===== src/rtl/key_repeat_if.sv =====
// Key-repeat bus: USB key slots and pause flag in, per-player move pulses and facing out.
interface key_repeat_if;
    localparam int unsigned KEY_W = 8;
    localparam int unsigned DIR_W = 2;

    logic             enable;
    logic [KEY_W-1:0] keycode0;
    logic [KEY_W-1:0] keycode1;
    logic [KEY_W-1:0] keycode_p1;
    logic [KEY_W-1:0] keycode_p2;
    logic [DIR_W-1:0] facing_p1;
    logic [DIR_W-1:0] facing_p2;

    // Stimulus side (keyboard / game controller)
    modport master (
        output enable,
        output keycode0,
        output keycode1,
        input  keycode_p1,
        input  keycode_p2,
        input  facing_p1,
        input  facing_p2
    );

    // Key-repeat block side
    modport slave (
        input  enable,
        input  keycode0,
        input  keycode1,
        output keycode_p1,
        output keycode_p2,
        output facing_p1,
        output facing_p2
    );
endinterface


===== src/rtl/key_repeat.sv =====
// Typematic key repeat for two tank players sharing one USB keyboard.
// Each player gets a one-frame move pulse on press, then repeats after
// INIT_DELAY frames and every REPEAT_PERIOD frames while the key is held.
module key_repeat #(
    parameter int unsigned INIT_DELAY    = 12,
    parameter int unsigned REPEAT_PERIOD = 6
) (
    input  logic         frame_clk,
    input  logic         Reset_n,
    key_repeat_if.slave  bus
);

    localparam int unsigned KEY_W = 8;
    localparam int unsigned DIR_W = 2;
    localparam int unsigned CNT_W = 8;
    localparam int unsigned NUM_P = 2;

    localparam logic [KEY_W-1:0] KEY_NONE = 8'h00;
    localparam logic [DIR_W-1:0] DIR_UP   = 2'd0;
    localparam logic [DIR_W-1:0] DIR_RT   = 2'd1;
    localparam logic [DIR_W-1:0] DIR_DN   = 2'd2;
    localparam logic [DIR_W-1:0] DIR_LT   = 2'd3;

    localparam logic [CNT_W-1:0] INIT_LOAD   = CNT_W'(INIT_DELAY - 1);
    localparam logic [CNT_W-1:0] REPEAT_LOAD = CNT_W'(REPEAT_PERIOD - 1);

    typedef enum logic [1:0] {
        ST_IDLE   = 2'd0,
        ST_DELAY  = 2'd1,
        ST_REPEAT = 2'd2
    } state_e;

    state_e           state_q [NUM_P];
    state_e           state_d [NUM_P];
    logic [KEY_W-1:0] held_q  [NUM_P];
    logic [KEY_W-1:0] held_d  [NUM_P];
    logic [CNT_W-1:0] cnt_q   [NUM_P];
    logic [CNT_W-1:0] cnt_d   [NUM_P];
    logic [KEY_W-1:0] out_q   [NUM_P];
    logic [KEY_W-1:0] out_d   [NUM_P];
    logic [DIR_W-1:0] face_q  [NUM_P];
    logic [DIR_W-1:0] face_d  [NUM_P];
    logic [KEY_W-1:0] sel_c   [NUM_P];

    // Player 1 key set: W D S A
    function automatic logic is_p1_key(input logic [KEY_W-1:0] code);
        return (code == 8'h1A) || (code == 8'h07) || (code == 8'h16) || (code == 8'h04);
    endfunction

    // Player 2 key set: arrow keys
    function automatic logic is_p2_key(input logic [KEY_W-1:0] code);
        return (code == 8'h52) || (code == 8'h4F) || (code == 8'h51) || (code == 8'h50);
    endfunction

    // Direction of a valid move key; only called with member keys
    function automatic logic [DIR_W-1:0] dir_of(input logic [KEY_W-1:0] code);
        logic [DIR_W-1:0] d;
        d = DIR_UP;
        case (code)
            8'h1A, 8'h52: d = DIR_UP;
            8'h07, 8'h4F: d = DIR_RT;
            8'h16, 8'h51: d = DIR_DN;
            8'h04, 8'h50: d = DIR_LT;
            default:      d = DIR_UP;
        endcase
        return d;
    endfunction

    // Per-player key selection: slot 0 wins over slot 1 when both belong to the player
    always_comb begin
        sel_c[0] = KEY_NONE;
        sel_c[1] = KEY_NONE;
        if (is_p1_key(bus.keycode0)) begin
            sel_c[0] = bus.keycode0;
        end else if (is_p1_key(bus.keycode1)) begin
            sel_c[0] = bus.keycode1;
        end
        if (is_p2_key(bus.keycode0)) begin
            sel_c[1] = bus.keycode0;
        end else if (is_p2_key(bus.keycode1)) begin
            sel_c[1] = bus.keycode1;
        end
    end

    // Next-state and pulse logic, identical for both players
    always_comb begin
        for (int p = 0; p < NUM_P; p++) begin
            state_d[p] = state_q[p];
            held_d[p]  = held_q[p];
            cnt_d[p]   = cnt_q[p];
            out_d[p]   = KEY_NONE;
            face_d[p]  = face_q[p];

            if (!bus.enable) begin
                // Paused: drop to idle so a key still held on resume is a fresh press
                state_d[p] = ST_IDLE;
            end else begin
                case (state_q[p])
                    ST_IDLE: begin
                        if (sel_c[p] != KEY_NONE) begin
                            state_d[p] = ST_DELAY;
                            held_d[p]  = sel_c[p];
                            cnt_d[p]   = INIT_LOAD;
                            out_d[p]   = sel_c[p];
                            face_d[p]  = dir_of(sel_c[p]);
                        end
                    end
                    ST_DELAY, ST_REPEAT: begin
                        if (sel_c[p] == KEY_NONE) begin
                            state_d[p] = ST_IDLE;
                        end else if (sel_c[p] != held_q[p]) begin
                            // Direction change restarts as a press with no idle gap
                            state_d[p] = ST_DELAY;
                            held_d[p]  = sel_c[p];
                            cnt_d[p]   = INIT_LOAD;
                            out_d[p]   = sel_c[p];
                            face_d[p]  = dir_of(sel_c[p]);
                        end else if (cnt_q[p] != '0) begin
                            cnt_d[p] = cnt_q[p] - CNT_W'(1);
                        end else begin
                            state_d[p] = ST_REPEAT;
                            cnt_d[p]   = REPEAT_LOAD;
                            out_d[p]   = held_q[p];
                            face_d[p]  = dir_of(held_q[p]);
                        end
                    end
                    default: begin
                        state_d[p] = ST_IDLE;
                    end
                endcase
            end
        end
    end

    // State, held key, counter, pulse and facing registers
    always_ff @(posedge frame_clk or negedge Reset_n) begin
        if (!Reset_n) begin
            for (int p = 0; p < NUM_P; p++) begin
                state_q[p] <= ST_IDLE;
                held_q[p]  <= KEY_NONE;
                cnt_q[p]   <= '0;
                out_q[p]   <= KEY_NONE;
            end
            face_q[0] <= DIR_UP;
            face_q[1] <= DIR_DN;
        end else begin
            for (int p = 0; p < NUM_P; p++) begin
                state_q[p] <= state_d[p];
                held_q[p]  <= held_d[p];
                cnt_q[p]   <= cnt_d[p];
                out_q[p]   <= out_d[p];
                face_q[p]  <= face_d[p];
            end
        end
    end

    assign bus.keycode_p1 = out_q[0];
    assign bus.keycode_p2 = out_q[1];
    assign bus.facing_p1  = face_q[0];
    assign bus.facing_p2  = face_q[1];

endmodule


===== src/flat_wrapper.sv =====
// flat-port wrapper written by rule: the top's interface ports become plain ports
module key_repeat_flat 
#(
    parameter int unsigned INIT_DELAY    = 12,
    parameter int unsigned REPEAT_PERIOD = 6
)
  (frame_clk, Reset_n, bus_enable, bus_keycode0, bus_keycode1, bus_keycode_p1, bus_keycode_p2, bus_facing_p1, bus_facing_p2);
  key_repeat_if bus_i ();
  input  logic frame_clk;
  input  logic Reset_n;
  input wire logic [$bits(bus_i.enable)-1:0] bus_enable;
  input wire logic [$bits(bus_i.keycode0)-1:0] bus_keycode0;
  input wire logic [$bits(bus_i.keycode1)-1:0] bus_keycode1;
  output wire logic [$bits(bus_i.keycode_p1)-1:0] bus_keycode_p1;
  output wire logic [$bits(bus_i.keycode_p2)-1:0] bus_keycode_p2;
  output wire logic [$bits(bus_i.facing_p1)-1:0] bus_facing_p1;
  output wire logic [$bits(bus_i.facing_p2)-1:0] bus_facing_p2;
  assign bus_i.enable = bus_enable;
  assign bus_i.keycode0 = bus_keycode0;
  assign bus_i.keycode1 = bus_keycode1;
  assign bus_keycode_p1 = bus_i.keycode_p1;
  assign bus_keycode_p2 = bus_i.keycode_p2;
  assign bus_facing_p1 = bus_i.facing_p1;
  assign bus_facing_p2 = bus_i.facing_p2;
  key_repeat #(.INIT_DELAY(INIT_DELAY), .REPEAT_PERIOD(REPEAT_PERIOD)) u_core (.frame_clk(frame_clk), .Reset_n(Reset_n), .bus(bus_i));
endmodule

===== config.mk =====
export PLATFORM = sky130hd
export DESIGN_NAME = key_repeat_flat
export DESIGN_NICKNAME = d
export VERILOG_FILES = /design/src/rtl/key_repeat_if.sv /design/src/rtl/key_repeat.sv /design/src/flat_wrapper.sv
export SDC_FILE = /design/constraint.sdc
export NUM_CORES = 1
export LEC_CHECK = 0
export ABC_CLOCK_PERIOD_IN_PS = 5700
export CAP_MARGIN = 5
export CORE_AREA = 5 5 97 99
export DETAILED_ROUTE_END_ITERATION = 8
export DIE_AREA = 0 0 102 104
export GPL_ROUTABILITY_DRIVEN = 0
export PLACE_DENSITY = 0.59
export SLEW_MARGIN = 5
export SYNTH_ARGS = -nofsm -noshare
export SYNTH_HDL_FRONTEND = slang
export SYNTH_SLANG_ARGS = --single-unit

===== constraint.sdc =====
create_clock -name frame_clk -period 5.7 [get_ports frame_clk]
set_input_delay 0.57 -clock frame_clk [delete_from_list [all_inputs] [get_ports frame_clk]]
set_output_delay 0.57 -clock frame_clk [all_outputs]
set_load 0.05 [all_outputs]

==> results.md <==
* CP peak stage delay at 0.60 ns
* CP endpoint kind: register
* Initial drt markers at between 100 and 150
* Pin count of the biggest net entering global routing at 57
* Vias/cell at 5.48
* Gr ovfl total at 0
* TritonCTS buffer count at 5
* CP cell instances: clkdlybuf4s50_1 -> nand4b_2 -> a2bb2oi_1 -> or2_1 -> mux2i_4 -> xnor2_1 -> or4_4 -> nor3_4 -> a211o_1 -> mux2_1
* Core area at between 8000 and 9000 um2
* Ant diodes at 0
* Initial core utilization at approximately two fifths
* Tmin final at 4.14 ns
* R2r worst-path depth at 5
* Crit Path Category: primary input to register
* H-tree levels at 2
* Die Ht at roughly 100 um
* RSZ-0062 raised after global routing: no
* # setup viols final at 0
* Mean post-synth cell area at ~9.2 um2
* DRT Wirelength at around 7.5 mm
* Leak at between 1.5 and 2 nW
* Min-Delay Path Class: primary input to asynchronous set/reset pin
* CP required at ~5.9 ns
* FP Rows at 34
* Fin nets at between 400 and 500
* R2r startpoint: u_core.held_q[4]
* Finished Layout Cells at slightly above 500
* IO Count at 39
* Ys flop type: dfrtp_1
* Yosys reg bits at between 50 and 60
* Startpoint Class: primary input
* CP max-delay cell: nor3_4
* Achievable Freq at between 0.2 and 0.25 GHz
* IO buf count at 38
* Detailed placer's ending HPWL at between 5 and 6 mm
* Cells after synthesis at 367
* Crit path DAT at around 4.4 ns
* Yosys warns at 0
* Post-CTS resize count at 0
* CTS tree: done
* Hold Fails Final Rpt at 0
* Initial antenna violation count at 0
* Reg2reg setup slack at 3.16 ns
* Setup tns final at 0 ns
* Hold buffers post-CTS at 0
* Fin crit share at 72.7%
* Via count at between 2000 and 3000
* Post-synthesis sequential area ratio at ~41%
* Rel. slew slack at a little over half
* Clk sink count at 56
* DP Cell Count at slightly above 500
* Clock Latency Late Sink at approximately 0.31 ns
* Max Slew Vio Count at 0
* PD cells at ~250 nW/um2
* Crit Path Max Fanout at 19
* DRC violations left at 0
* DIE WIDTH at 102 um
* Crit path capture: u_core.held_q[3]
* Max Cap Viol at 0
* Clock slew at reported path FFs at about 0.1 ns
* Slew @ Worst Pin at between 0.7 and 0.8 ns
* Total Routing Usage GR at around 15%
* Area Growth Syn to Fin at 18.6%
* Number of synthesized flops with an enable pin at 0
* Setup crit start: bus_keycode0[4]
* DR WL/cell at roughly 15 um
* Outcome: complete, no violations
* Asr flop ratio synth at 100%
* Total power at around 990 uW
* First-pass GRT wire length at around 13 mm
* Postcts setup bufs at 0
* Vias in the first global route at 2676
* Max VDD drop at around 0.11 mV
* Synth cell types at 68
* Synth Cell Area at about 3400 um2
* Proportion of layout cells with a drive suffix above 1 at under 10%
* Clk buf depth at 2
* Clock Root Buffer: clkbuf_8
* Die area at 10600 um2
* Worst R2R End: u_core.held_q[3]
* Post-DRT Antenna Nets at 0
* DR pass1 iterations at 4
* Clk_skew at between 0.008 and 0.009 ns
-- synthesized netlist by cell type, drive strengths merged (3+ instances only) --
cell type  number  area [um2]
xnor2           4        35.0
o21ai          19        95.1
a2bb2oi         3        26.3
or2             3        18.8
a31oi           3        18.8
nand2b         10        62.6
a211oi          7        52.6
inv            18        67.6
dfrtp          55        1380
nor4            3        18.8
mux2           15         173
a22o            4        35.0
nand2          39         146
o22ai           5        31.3
nand3           9        45.0
or3             6        37.5
nor2           29         111
nor2b           9        56.3
a21o            4        30.0
and2            5        31.3
ha              8         100
mux2i           9         103
a21oi          16        80.1
and3            4        25.0
nand4           5        31.3
nor3           11        66.3
buf             5        30.0
a31o            4        35.0
xor2            3        26.3
clkbuf         11        41.3
-- per-stage QoR --
| stage | setup slack, ns | hold slack (ns) | cell area [um2] | utilization (%) |
|---|---|---|---|---|
| 3_3_place_gp | 1.34 | 0.479 | 3850 | 45.5 |
| 3_5_place_dp | 1.23 | 0.479 | 3850 | 45.5 |
| 4_1_cts | 1.57 | 0.406 | 4010 | 47.4 |
| 2_1_floorplan | 2.36 | 0.274 | 3400 | - |
| 5_1_grt | 1.27 | 0.422 | 4010 | 47.4 |
| 6_report | 1.56 | 0.373 | 4010 | 47.4 |
-- registers in the layout (all words and copies together), names as in the netlist --
name                   count
u_core.cnt_q              16
u_core.held_q             16
u_core.bus.keycode_p1      8
u_core.bus.keycode_p2      8
u_core.state_q             4
u_core.bus.facing_p1       2
u_core.bus.facing_p2       2
-- critical path, delay by kind of cell --
kind	cells	cell delay [ns]
XOR/XNOR	1	0.10
AND/OR/NAND/NOR	4	1.66
buffers and inverters	1	0.59
multiplexers	2	0.71
AO/OA/AOI/OAI	2	0.71
-- metal layers --
layer	vias to the layer above	part of all wire [%]	global-route usage, %
li1	1381	-	-
met1	1362	48	20.3
met2	45	47	23.0
met3	11	3.5	2.82
met4	0	1.6	4.03
met5	-	0	0
-- logic make-up after synthesis --
| kind of cell | count (synthesis) | synth area share, % |
|---|---|---|
| AO/OA/AOI/OAI | 91 | 18.7 |
| other | 1 | 0.111 |
| multiplexers | 24 | 8.14 |
| XOR/XNOR | 7 | 1.81 |
| flip-flops | 56 | 41.5 |
| buffers and inverters | 35 | 4.22 |
| adder cells (fa/ha/maj) | 8 | 2.96 |
| AND/OR/NAND/NOR | 145 | 22.5 |
-- cell type report --
cell class / instances / area [um2]
tap: 108 / 135
multi-input combinational: 280 / 1850
inverter: 19 / 71.3
sequential: 56 / 1400
clock inverter: 3 / 90.1
fill: 799 / 4460
clock buffer: 5 / 68.8
timing repair buffer: 40 / 390
-- worst min path at each step --
stage	start	end	slack, ns	depth (start not counted)
finish	Reset_n	u_core.held_q[3]	0.37	2
global route	Reset_n	u_core.bus.keycode_p2[3]	0.42	2
CTS	Reset_n	u_core.bus.keycode_p2[3]	0.41	2
detailed placement	u_core.held_q[7]	u_core.held_q[7]	0.48	1
global placement	u_core.bus.facing_p2[0]	u_core.bus.facing_p2[0]	0.48	1
floorplan	Reset_n	u_core.bus.facing_p1[0]	0.27	0
-- layout by cell type (no fill, tap or decap), drive strengths merged, types with 3 or more instances in the layout --
| master | count |
|---|---|
| dfrtp | 55 |
| nand2 | 39 |
| clkdlybuf4s50 | 37 |
| nor2 | 29 |
| o21ai | 19 |
| inv | 18 |
| a21oi | 16 |
| mux2 | 15 |
| nor3 | 11 |
| nand2b | 10 |
| nor2b | 9 |
| nand3 | 9 |
| mux2i | 9 |
| ha | 8 |
| a211oi | 7 |
| or3 | 6 |
| nand4 | 5 |
| and2 | 5 |
| o22ai | 5 |
| clkbuf | 5 |
| conb | 5 |
| and3 | 4 |
| a21o | 4 |
| xnor2 | 4 |
| a22o | 4 |
| a31o | 4 |
| a2bb2oi | 3 |
| nor4 | 3 |
| or2 | 3 |
| xor2 | 3 |
| a31oi | 3 |
| bufinv | 3 |
| buf | 3 |
-- power by group --
group | leakage [nW] | internal [mW] | switching, mW
Clock | 0.0784 | 0.220 | 0.128
Sequential | 0.725 | 0.431 | 0.0395
Combinational | 1.03 | 0.0728 | 0.0989
Total | 1.83 | 0.723 | 0.267
(Power assumes the default switching activity.)
